<file path="src/rtl/mem_trap_ctrl_if.sv">
// mem_trap_ctrl_if: memory-stage side bundle of the trap sequencer.
// master = trap controller, slave = memory stage / fetch.
interface mem_trap_ctrl_if;
  logic        i_int;
  logic [1:0]  i_changeEPC;
  logic        i_stall;
  logic [31:0] i_memData;
  logic        o_busy;
  logic        o_isStack;
  logic        o_isPushPc;
  logic        o_memRead;
  logic        o_memWrite;
  logic        o_en32;
  logic [2:0]  o_SP_select;
  logic [15:0] o_aluAddr;
  logic        o_flush;
  logic        o_stallFetch;
  logic        o_pcLoad;
  logic [31:0] o_pcValue;
  logic        o_irqAck;
  logic        o_reset_epc;

  modport master (
    input  i_int, i_changeEPC, i_stall, i_memData,
    output o_busy, o_isStack, o_isPushPc, o_memRead,
    output o_memWrite, o_en32, o_SP_select, o_aluAddr,
    output o_flush, o_stallFetch, o_pcLoad, o_pcValue,
    output o_irqAck, o_reset_epc
  );

  modport slave (
    output i_int, i_changeEPC, i_stall, i_memData,
    input  o_busy, o_isStack, o_isPushPc, o_memRead,
    input  o_memWrite, o_en32, o_SP_select, o_aluAddr,
    input  o_flush, o_stallFetch, o_pcLoad, o_pcValue,
    input  o_irqAck, o_reset_epc
  );
endinterface

</file>
<file path="src/rtl/mem_trap_ctrl.sv">
// mem_trap_ctrl: exception / interrupt entry sequencer
// beside the memory stage (push PC, fetch vector, redirect).
module mem_trap_ctrl #(
  parameter logic [15:0] INT_VEC_ADDR  = 16'h0006,
  parameter logic [15:0] EXC1_VEC_ADDR = 16'h0002,
  parameter logic [15:0] EXC2_VEC_ADDR = 16'h0004,
  parameter int unsigned DRAIN_CYCLES  = 3
) (
  input  logic clk,
  input  logic i_reset,
  mem_trap_ctrl_if.master bus
);

  typedef enum logic [2:0] {
    S_IDLE, S_DRAIN, S_PUSH, S_VEC_RD, S_LOAD
  } state_t;

  localparam logic [1:0] C_INT  = 2'b00;
  localparam logic [1:0] C_EXC1 = 2'b01;
  localparam logic [1:0] C_EXC2 = 2'b10;
  localparam logic [3:0] DRAIN_INIT = 4'(DRAIN_CYCLES);

  state_t      r_state;
  logic [1:0]  r_cause;
  logic        r_pend;
  logic [3:0]  r_cnt;
  logic        r_int_q;
  logic        r_rst_epc;

  state_t      w_state_n;
  logic [1:0]  w_cause_n;
  logic [3:0]  w_cnt_n;
  logic        w_pend_clr;
  logic        w_exc;
  logic [1:0]  w_exc_cause;
  logic        w_int_edge;
  logic [15:0] w_vec;

  assign w_exc       = |bus.i_changeEPC;
  assign w_exc_cause = bus.i_changeEPC[1] ? C_EXC2 : C_EXC1;
  assign w_int_edge  = bus.i_int & ~r_int_q;

  // state, cause, drain counter, pending flag and int history
  always_ff @(posedge clk or posedge i_reset) begin
    if (i_reset) begin
      r_state   <= S_IDLE;
      r_cause   <= C_INT;
      r_pend    <= 1'b0;
      r_cnt     <= '0;
      r_int_q   <= 1'b0;
      r_rst_epc <= 1'b1;
    end else begin
      r_state   <= w_state_n;
      r_cause   <= w_cause_n;
      r_cnt     <= w_cnt_n;
      r_int_q   <= bus.i_int;
      r_pend    <= w_int_edge | (r_pend & ~w_pend_clr);
      r_rst_epc <= 1'b0;
    end
  end

  // next state: exception beats interrupt in IDLE and DRAIN
  always_comb begin
    w_state_n  = r_state;
    w_cause_n  = r_cause;
    w_cnt_n    = r_cnt;
    w_pend_clr = 1'b0;
    unique case (r_state)
      S_IDLE: begin
        if (w_exc) begin
          w_cause_n = w_exc_cause;
          w_state_n = S_VEC_RD;
        end else if (r_pend && !bus.i_stall) begin
          w_cnt_n   = DRAIN_INIT;
          w_state_n = S_DRAIN;
        end
      end
      S_DRAIN: begin
        if (w_exc) begin
          w_cause_n = w_exc_cause;
          w_state_n = S_VEC_RD;
        end else if (r_cnt <= 4'd1) begin
          w_pend_clr = 1'b1;
          w_state_n  = S_PUSH;
        end else begin
          w_cnt_n = r_cnt - 4'd1;
        end
      end
      S_PUSH: begin
        w_cause_n = C_INT;
        w_state_n = S_VEC_RD;
      end
      S_VEC_RD: w_state_n = S_LOAD;
      S_LOAD:   w_state_n = S_IDLE;
      default:  w_state_n = S_IDLE;
    endcase
  end

  // vector address for the latched cause
  always_comb begin
    unique case (r_cause)
      C_EXC1:  w_vec = EXC1_VEC_ADDR;
      C_EXC2:  w_vec = EXC2_VEC_ADDR;
      default: w_vec = INT_VEC_ADDR;
    endcase
  end

  assign bus.o_reset_epc = i_reset | r_rst_epc;

  // memory-stage controls per state, all quiet during reset
  always_comb begin
    bus.o_busy       = 1'b0;
    bus.o_isStack    = 1'b0;
    bus.o_isPushPc   = 1'b0;
    bus.o_memRead    = 1'b0;
    bus.o_memWrite   = 1'b0;
    bus.o_en32       = 1'b0;
    bus.o_SP_select  = 3'b000;
    bus.o_aluAddr    = 16'h0000;
    bus.o_flush      = 1'b0;
    bus.o_stallFetch = 1'b0;
    bus.o_pcLoad     = 1'b0;
    bus.o_pcValue    = 32'h0;
    bus.o_irqAck     = 1'b0;
    if (!i_reset) begin
      bus.o_busy = (r_state != S_IDLE);
      unique case (r_state)
        S_IDLE: bus.o_flush = w_exc;
        S_DRAIN: begin
          bus.o_stallFetch = 1'b1;
          bus.o_flush      = w_exc;
        end
        S_PUSH: begin
          bus.o_isStack    = 1'b1;
          bus.o_isPushPc   = 1'b1;
          bus.o_memWrite   = 1'b1;
          bus.o_en32       = 1'b1;
          bus.o_SP_select  = 3'b001;
          bus.o_stallFetch = 1'b1;
        end
        S_VEC_RD: begin
          bus.o_memRead    = 1'b1;
          bus.o_en32       = 1'b1;
          bus.o_aluAddr    = w_vec;
          bus.o_stallFetch = 1'b1;
        end
        S_LOAD: begin
          bus.o_pcLoad  = 1'b1;
          bus.o_pcValue = bus.i_memData;
          bus.o_irqAck  = (r_cause == C_INT);
        end
        default: bus.o_busy = 1'b1;
      endcase
    end
  end

endmodule

</file>
<file path="src/flat_wrapper.sv">
// flat-port wrapper written by rule: the top's interface ports become plain ports
module mem_trap_ctrl_flat 
#(
  parameter logic [15:0] INT_VEC_ADDR  = 16'h0006,
  parameter logic [15:0] EXC1_VEC_ADDR = 16'h0002,
  parameter logic [15:0] EXC2_VEC_ADDR = 16'h0004,
  parameter int unsigned DRAIN_CYCLES  = 3
)
  (clk, i_reset, bus_i_int, bus_i_changeEPC, bus_i_stall, bus_i_memData, bus_o_busy, bus_o_isStack, bus_o_isPushPc, bus_o_memRead, bus_o_memWrite, bus_o_en32, bus_o_SP_select, bus_o_aluAddr, bus_o_flush, bus_o_stallFetch, bus_o_pcLoad, bus_o_pcValue, bus_o_irqAck, bus_o_reset_epc);
  mem_trap_ctrl_if bus_i ();
  input  logic clk;
  input  logic i_reset;
  input wire logic [$bits(bus_i.i_int)-1:0] bus_i_int;
  input wire logic [$bits(bus_i.i_changeEPC)-1:0] bus_i_changeEPC;
  input wire logic [$bits(bus_i.i_stall)-1:0] bus_i_stall;
  input wire logic [$bits(bus_i.i_memData)-1:0] bus_i_memData;
  output wire logic [$bits(bus_i.o_busy)-1:0] bus_o_busy;
  output wire logic [$bits(bus_i.o_isStack)-1:0] bus_o_isStack;
  output wire logic [$bits(bus_i.o_isPushPc)-1:0] bus_o_isPushPc;
  output wire logic [$bits(bus_i.o_memRead)-1:0] bus_o_memRead;
  output wire logic [$bits(bus_i.o_memWrite)-1:0] bus_o_memWrite;
  output wire logic [$bits(bus_i.o_en32)-1:0] bus_o_en32;
  output wire logic [$bits(bus_i.o_SP_select)-1:0] bus_o_SP_select;
  output wire logic [$bits(bus_i.o_aluAddr)-1:0] bus_o_aluAddr;
  output wire logic [$bits(bus_i.o_flush)-1:0] bus_o_flush;
  output wire logic [$bits(bus_i.o_stallFetch)-1:0] bus_o_stallFetch;
  output wire logic [$bits(bus_i.o_pcLoad)-1:0] bus_o_pcLoad;
  output wire logic [$bits(bus_i.o_pcValue)-1:0] bus_o_pcValue;
  output wire logic [$bits(bus_i.o_irqAck)-1:0] bus_o_irqAck;
  output wire logic [$bits(bus_i.o_reset_epc)-1:0] bus_o_reset_epc;
  assign bus_i.i_int = bus_i_int;
  assign bus_i.i_changeEPC = bus_i_changeEPC;
  assign bus_i.i_stall = bus_i_stall;
  assign bus_i.i_memData = bus_i_memData;
  assign bus_o_busy = bus_i.o_busy;
  assign bus_o_isStack = bus_i.o_isStack;
  assign bus_o_isPushPc = bus_i.o_isPushPc;
  assign bus_o_memRead = bus_i.o_memRead;
  assign bus_o_memWrite = bus_i.o_memWrite;
  assign bus_o_en32 = bus_i.o_en32;
  assign bus_o_SP_select = bus_i.o_SP_select;
  assign bus_o_aluAddr = bus_i.o_aluAddr;
  assign bus_o_flush = bus_i.o_flush;
  assign bus_o_stallFetch = bus_i.o_stallFetch;
  assign bus_o_pcLoad = bus_i.o_pcLoad;
  assign bus_o_pcValue = bus_i.o_pcValue;
  assign bus_o_irqAck = bus_i.o_irqAck;
  assign bus_o_reset_epc = bus_i.o_reset_epc;
  mem_trap_ctrl #(.INT_VEC_ADDR(INT_VEC_ADDR), .EXC1_VEC_ADDR(EXC1_VEC_ADDR), .EXC2_VEC_ADDR(EXC2_VEC_ADDR), .DRAIN_CYCLES(DRAIN_CYCLES)) u_core (.clk(clk), .i_reset(i_reset), .bus(bus_i));
endmodule
</file>
<file path="config.mk">
export PLATFORM = sky130hd
export DESIGN_NAME = mem_trap_ctrl_flat
export DESIGN_NICKNAME = d
export VERILOG_FILES = /design/src/rtl/mem_trap_ctrl_if.sv /design/src/rtl/mem_trap_ctrl.sv /design/src/flat_wrapper.sv
export SDC_FILE = /design/constraint.sdc
export NUM_CORES = 1
export LEC_CHECK = 0
export BUFFER_PORTS_ARGS = -buffer_cell sky130_fd_sc_hd__buf_2
export CAP_MARGIN = 25
export CORE_ASPECT_RATIO = 1.2
export CORE_MARGIN = 10
export CORE_UTILIZATION = 40
export CTS_CLUSTER_SIZE = 10
export DETAILED_ROUTE_END_ITERATION = 7
export PLACE_DENSITY = 0.86
export SETUP_SLACK_MARGIN = 0.3
export SLEW_MARGIN = 30
export SYNTH_ARGS = -nofsm -noshare
export SYNTH_HDL_FRONTEND = slang
export SYNTH_SLANG_ARGS = --single-unit
</file>
<file path="constraint.sdc">
create_clock -name clk -period 2.6 [get_ports clk]
set_input_delay 0.26 -clock clk [delete_from_list [all_inputs] [get_ports clk]]
set_output_delay 0.26 -clock clk [all_outputs]
set_load 0.005 [all_outputs]
</file>
==> run_results.csv, run 1 <==
group,metric,value,unit
final_layout,nFillCells,270,
power,leakage,0.902,nW
grt,overflow,0,
critical_path,worst_setup_path_start_kind,"flop",
route,drt_iter0_markers,52,
clock_network,cts_buffers,3,
critical_path,crit_fanout,30,
grt,grt_max_degree,31,
grt,antenna_found_initial,0,
clock_network,cts_hold_buf,0,
critical_path,end_kind,"primary output",
timing,period_share,0.784,
critical_path,rr_startpoint,"u_core.r_cnt[0]$_DFFE_PP0P_",
timing,slew_violations,0,
logic_synthesis,syn_area,1070,µm²
timing,finalSetupViolCount,0,
min_path,hold_class,"in2async",
final_layout,drive_above_1_share,0.433,
timing,fin_skew,7.62,ps
final_layout,syn2layout_area_growth,35.7,%
logic_synthesis,synth_xor_xnor_area_share,0,
floorplan,core_area,2550,µm²
timing,layout_min_cycle_time,2040,ps
route,firstDrtPassIters,4,
logic_synthesis,synth_warnings,0,
route,ant_nets,0,
floorplan,die_area,5150,µm²
timing,hold_ws,37.5,ps
clock_network,cts_setup_buffers,0,
final_layout,num_antenna_cells,0,
critical_path,rrSetupSlack,790,ps
timing,finalHoldViolCount,0,
place,place_hpwl,3.44,mm
grt,grtUsageTotal,0.138,
clock_network,cts_tree,"done",
clock_network,clock_path_buffers,2,
floorplan,io_pins,100,
clock_network,cts.sinks,12,
timing,clock.fmax,491,MHz
run,maxCapViolations,0,
critical_path,r2r-end,"u_core.r_cnt[3]$_DFFE_PP0P_",
place,gp_congestion,0.850,
grt,grt_pass1_wl,5.62,mm
grt,grt_pass1_vias,1137,
logic_synthesis,synth_compound_area_frac,0.132,
route,wl,3.89,mm
clock_network,path_clk_slew,80,ps
logic_synthesis,syn_inst,136,
floorplan,die_y,76.7,µm
logic_synthesis,synth_top_family_by_area,"simple AND/OR/NAND/NOR gates",
critical_path,critPathKind,"reg2out",
clock_network,cts_root_buf,"clkbuf_4",
floorplan,die_w,67.2,µm
logic_synthesis,synth_seq_cells,12,
logic_synthesis,synth.distinct_cells,32,
route,vias,1167,
route,drc,0,
final_layout,post-route-util,0.569,
logic_synthesis,synthMuxAreaShare,0,
logic_synthesis,synthAdderAreaFrac,0.0234,
logic_synthesis,syn-mean-instance-area,7.87,µm²
critical_path,arrival,1780,ps
logic_synthesis,synth_simple_gate_area_share,0.363,
critical_path,crit_path_start,"u_core.r_state[1]$_DFFE_PP0P_",
clock_network,clk_latency,270,ps
critical_path,cp-endpoint,"bus_o_irqAck",
place,io_buffers,83,
timing,setup_tns,0,ps
floorplan,num_rows,20,
clock_network,cts_max_level,1,
power,p_total,0.961,mW
power,p_per_area,662,nW/µm²
status,status,"finished, final reports clean",
route,vias_per_cell,4.71,
critical_path,ff2ff_path_depth,6,
final_layout,final_net_count,256,
timing,fin_ws,561,ps
floorplan,initial_core_util,0.419,
power,max-vdd-ir-drop,0.000481,V
route,wl_per_cell,15.7,µm
timing,rsz0062_at_grt,"false",
logic_synthesis,ys_seq_area_frac,0.282,
critical_path,required,2340,ps
place,pre_cts_slack,810,ps
clock_network,ctsResizeCount,0,
[cell usage after synthesis]
cell	n	share of area
inv_1	9	0.032
and3b_1	1	0.0082
or2_2	1	0.0059
or4_1	2	0.014
clkbuf_1	6	0.021
conb_1	1	0.0035
or3_1	1	0.0059
nor4_4	1	0.020
o21ai_0	3	0.014
nor2_1	7	0.025
a21o_1	2	0.014
dfstp_2	1	0.025
a21boi_1	2	0.014
a22o_1	1	0.0082
buf_6	1	0.011
nand3_1	2	0.0094
and2_1	33	0.19
a221oi_1	1	0.0082
a2bb2oi_1	1	0.0082
nor4_1	1	0.0059
a21oi_1	4	0.019
nand2_1	7	0.025
a22oi_1	1	0.0070
buf_4	19	0.13
nor3_1	6	0.028
and3_1	2	0.012
o21ai_2	1	0.0082
nor2b_1	2	0.012
ha_1	2	0.023
o31ai_1	3	0.021
dfrtp_1	11	0.26
o311a_2	1	0.011
[kinds of logic after synthesis]
| logic type | Yosys count |
|---|---|
| flops | 12 |
| other cells | 1 |
| buf+inv | 35 |
| fa+ha+maj | 2 |
| simple gates | 66 |
| compound gates | 20 |
[routing by layer]
layer	up-vias	global-route usage	routed length, µm
met5	-	0	0
met4	0	0.0432	52
met3	6	0.0596	621
met2	83	0.225	1710
met1	510	0.154	1510
li1	568	-	-
[worst min path at each step]
stage,startpoint,to,slack [ps],depth (start not counted)
6_report,i_reset,u_core.r_int_q$_DFF_PP0_,40,3
5_1_grt,i_reset,u_core.r_cnt[2]$_DFFE_PP0P_,70,3
4_1_cts,i_reset,u_core.r_int_q$_DFF_PP0_,30,3
3_5_place_dp,i_reset,u_core.r_state[1]$_DFFE_PP0P_,330,3
3_3_place_gp,i_reset,u_core.r_pend$_DFF_PP0_,330,3
2_1_floorplan,i_reset,u_core.r_cause[0]$_DFFE_PP0P_,130,1
[area by class of cell]
cell class	count	area (µm²)	area share
Sequential cell	12	302	0.208
Timing Repair Buffer	85	430	0.297
Clock buffer	4	26.3	0.0181
Tap cell	33	41.3	0.0284
Multi-Input combinational cell	105	618	0.426
Inverter	9	33.8	0.0233
[critical path, stage by stage (launching register included)]
cell     delay (ps)
dfrtp_1         520
nor2_1          210
and3_1          250
buf_4           250
and3_1          170
buf_2           110
[power breakdown]
group	leakage, nW	switching, mW	internal [mW]	total (mW)
clock	0.0150	0.0579	0.0593	0.117
combinational	0.744	0.254	0.216	0.470
sequential	0.143	0.115	0.258	0.373
[flip-flops by register name (all words and copies together), names as in the netlist]
register,cells
u_core.r_cause,2
u_core.r_cnt,4
u_core.r_int_q,1
u_core.r_pend,1
u_core.r_rst_epc,1
u_core.r_state,3
[metrics by stage]
stage	cell area [µm²]	cells
2_1_floorplan	1130	152
3_3_place_gp	1430	244
3_5_place_dp	1430	244
4_1_cts	1450	248
5_1_grt	1450	248
6_report	1450	248
[cell usage in the layout, fill, tap and decap left out, types with 3 or more instances in the layout]
cell type,Yosys,routed
inv_1,9,9
clkbuf_4,0,3
buf_2,0,83
a21oi_1,4,4
nor2_1,7,7
dfrtp_1,11,11
nor3_1,6,6
and2_1,33,33
conb_1,1,17
o31ai_1,3,3
o21ai_0,3,3
nand2_1,7,7
No activity file was read; power rests on OpenSTA's default activity.
==> run 2: changes to the inputs <==
- CORE_UTILIZATION: 40 -> 33
- PLACE_DENSITY: 0.86 -> 0.76
- clock period: 2.6 -> 1.85 ns (I/O delays scaled with it)
==> run 2 against run 1 <==
- clock-buffer cell count did not move
- via count rose by 4.2%
- sequential power rose by 30%
- wire length rose by 6.5%
- clock power rose by 84%
- utilization fell by 3.3 points
==> run_results.csv, run 2 (synthesized netlist as in run 1, its figures left out) <==
group,metric,value,unit
timing,rsz0062_at_grt,"true",
critical_path,end_kind,"primary output",
timing,finalHoldViolCount,0,
critical_path,critPathKind,"reg2out",
clock_network,cts_buffers,3,
floorplan,io_pins,100,
final_layout,reg.largest.list,"u_core.r_cnt x4, u_core.r_state x3, u_core.r_cause x2",
route,firstDrtPassIters,4,
critical_path,worstPathCellList,"nor2_4 > and3_4 > buf_12 > and3_1 > buf_2",
min_path,hold_depth,1,
timing,finalSetupViolCount,0,
final_layout,final_net_count,269,
floorplan,core_area,3080,µm²
timing,slew_violations,0,
critical_path,crit_slowest_cell,"dfrtp_2",
status,status,"finished, final reports clean",
grt,grt_pass1_wl,6.00,mm
final_layout,regArea,304,µm²
floorplan,die_w,72.0,µm
floorplan,initial_core_util,0.347,
critical_path,critPathBufInv,2,
clock_network,clk_latency,270,ps
final_layout,nFillCells,306,
final_layout,final_common_cell,"buf_2",
critical_path,arrival,1490,ps
route,drt_iter0_markers,34,
min_path,hold_class,"in2reg",
place,place_hpwl,3.32,mm
final_layout,num_antenna_cells,0,
grt,overflow,0,
timing,period_share,0.907,
timing,fin_ws,171,ps
route,drc,0,
floorplan,num_rows,22,
clock_network,cts_max_level,1,
timing,clock.fmax,596,MHz
critical_path,ff2ff_path_depth,7,
final_layout,largest_reg_flops,4,
power,max-vdd-ir-drop,0.000678,V
timing,setup_tns,0,ps
power,p_per_area,1030,nW/µm²
final_layout,multiInputGateArea,673,µm²
floorplan,die_y,82.4,µm
place,gp_congestion,0.736,
final_layout,final_area,1650,µm²
critical_path,worst_setup_path_start_kind,"flop",
route,ant_nets,0,
final_layout,syn2layout_area_growth,54.5,%
critical_path,crit_family,"simple AND/OR/NAND/NOR gates",
clock_network,cts_root_buf,"clkbuf_4",
run,maxCapViolations,0,
clock_network,cts_tree,"done",
route,wl,4.14,mm
clock_network,clock_path_buffers,2,
grt,antenna_found_initial,0,
place,place_area,1480,µm²
critical_path,slowest_delay,460,ps
clock_network,cts.sinks,12,
place,io_buffers,83,
timing,fin_skew,1.40,ps
critical_path,required,1660,ps
grt,grt_max_degree,35,
route,vias_per_cell,4.61,
grt,grt_pass1_vias,1195,
final_layout,drive_above_1_share,0.526,
route,wl_per_cell,15.7,µm
grt,grtUsageTotal,0.122,
route,vias,1216,
final_layout,post-route-util,0.536,
final_layout,mostFrequentLayoutCells,"83 x buf_2, 32 x and2_1, 17 x conb_1",
critical_path,crit_fanout,17,
critical_path,cp.depth,5,
floorplan,die_area,5930,µm²
final_layout,regMostFlops,"u_core.r_cnt",
place,pre_cts_slack,199,ps
timing,layout_min_cycle_time,1680,ps
clock_network,path_clk_slew,80,ps
power,leakage,0.978,nW
==> run 2: area by class of cell <==
type,instances,share of cell area
well taps,36,0.0273
inverters,9,0.0204
flip-flops and latches,12,0.184
multi-input cells,105,0.407
clock buffers,4,0.0220
repair buffers,98,0.339
==> run 2: path summary, 6_finish.rpt <==
check | to | from | slack (ps)
max reg2reg | u_core.r_cnt[3]$_DFFE_PP0P_ | u_core.r_cnt[0]$_DFFE_PP0P_ | 200
min | u_core.r_int_q$_DFF_PP0_ | bus_i_int | 30
min reg2reg | u_core.r_pend$_DFF_PP0_ | u_core.r_pend$_DFF_PP0_ | 500
max in group asynchronous | u_core.r_rst_epc$_DFF_PP1_ | i_reset | 1090
max | bus_o_irqAck | u_core.r_state[1]$_DFFE_PP0P_ | 170
min in group asynchronous | u_core.r_cause[0]$_DFFE_PP0P_ | i_reset | 520
==> run 2: metrics by stage <==
stage                     std cells  total power, mW  hold WS (ps)
after global placement          249             1.28           256
after global routing            264             1.86          22.1
after floorplan                 152             1.05          54.0
after CTS                       261             1.63          31.3
final                           264             1.71          33.7
after detailed placement        249             1.29           261
==> run 2: what timing repair did <==
item / 4_1_cts / 5_1_grt
pin swaps: 1 / 3
gates resized for setup: 8 / 4
hold buffers: 1 / 0
cloned: 0 / 1
endpoints found under the setup margin: 42 / 47
endpoints found under the hold margin: 11 / 0
buffers inserted: 7 / 2
==> run 2: per-layer routing <==
| metal | track usage | part of all wire | up-vias | routed length [µm] |
|---|---|---|---|---|
| li1 | - | - | 596 | - |
| met1 | 0.141 | 0.41 | 540 | 1680 |
| met2 | 0.203 | 0.46 | 80 | 1910 |
| met3 | 0.0656 | 0.13 | 0 | 553 |
| met4 | 0.0116 | 0 | 0 | 0 |
| met5 | 0 | 0 | - | 0 |
==> run 2: report_power, final <==
group	switching (mW)	internal, mW	total, mW
clock network	0.0956	0.119	0.215
registers	0.117	0.368	0.485
logic	0.510	0.497	1.01
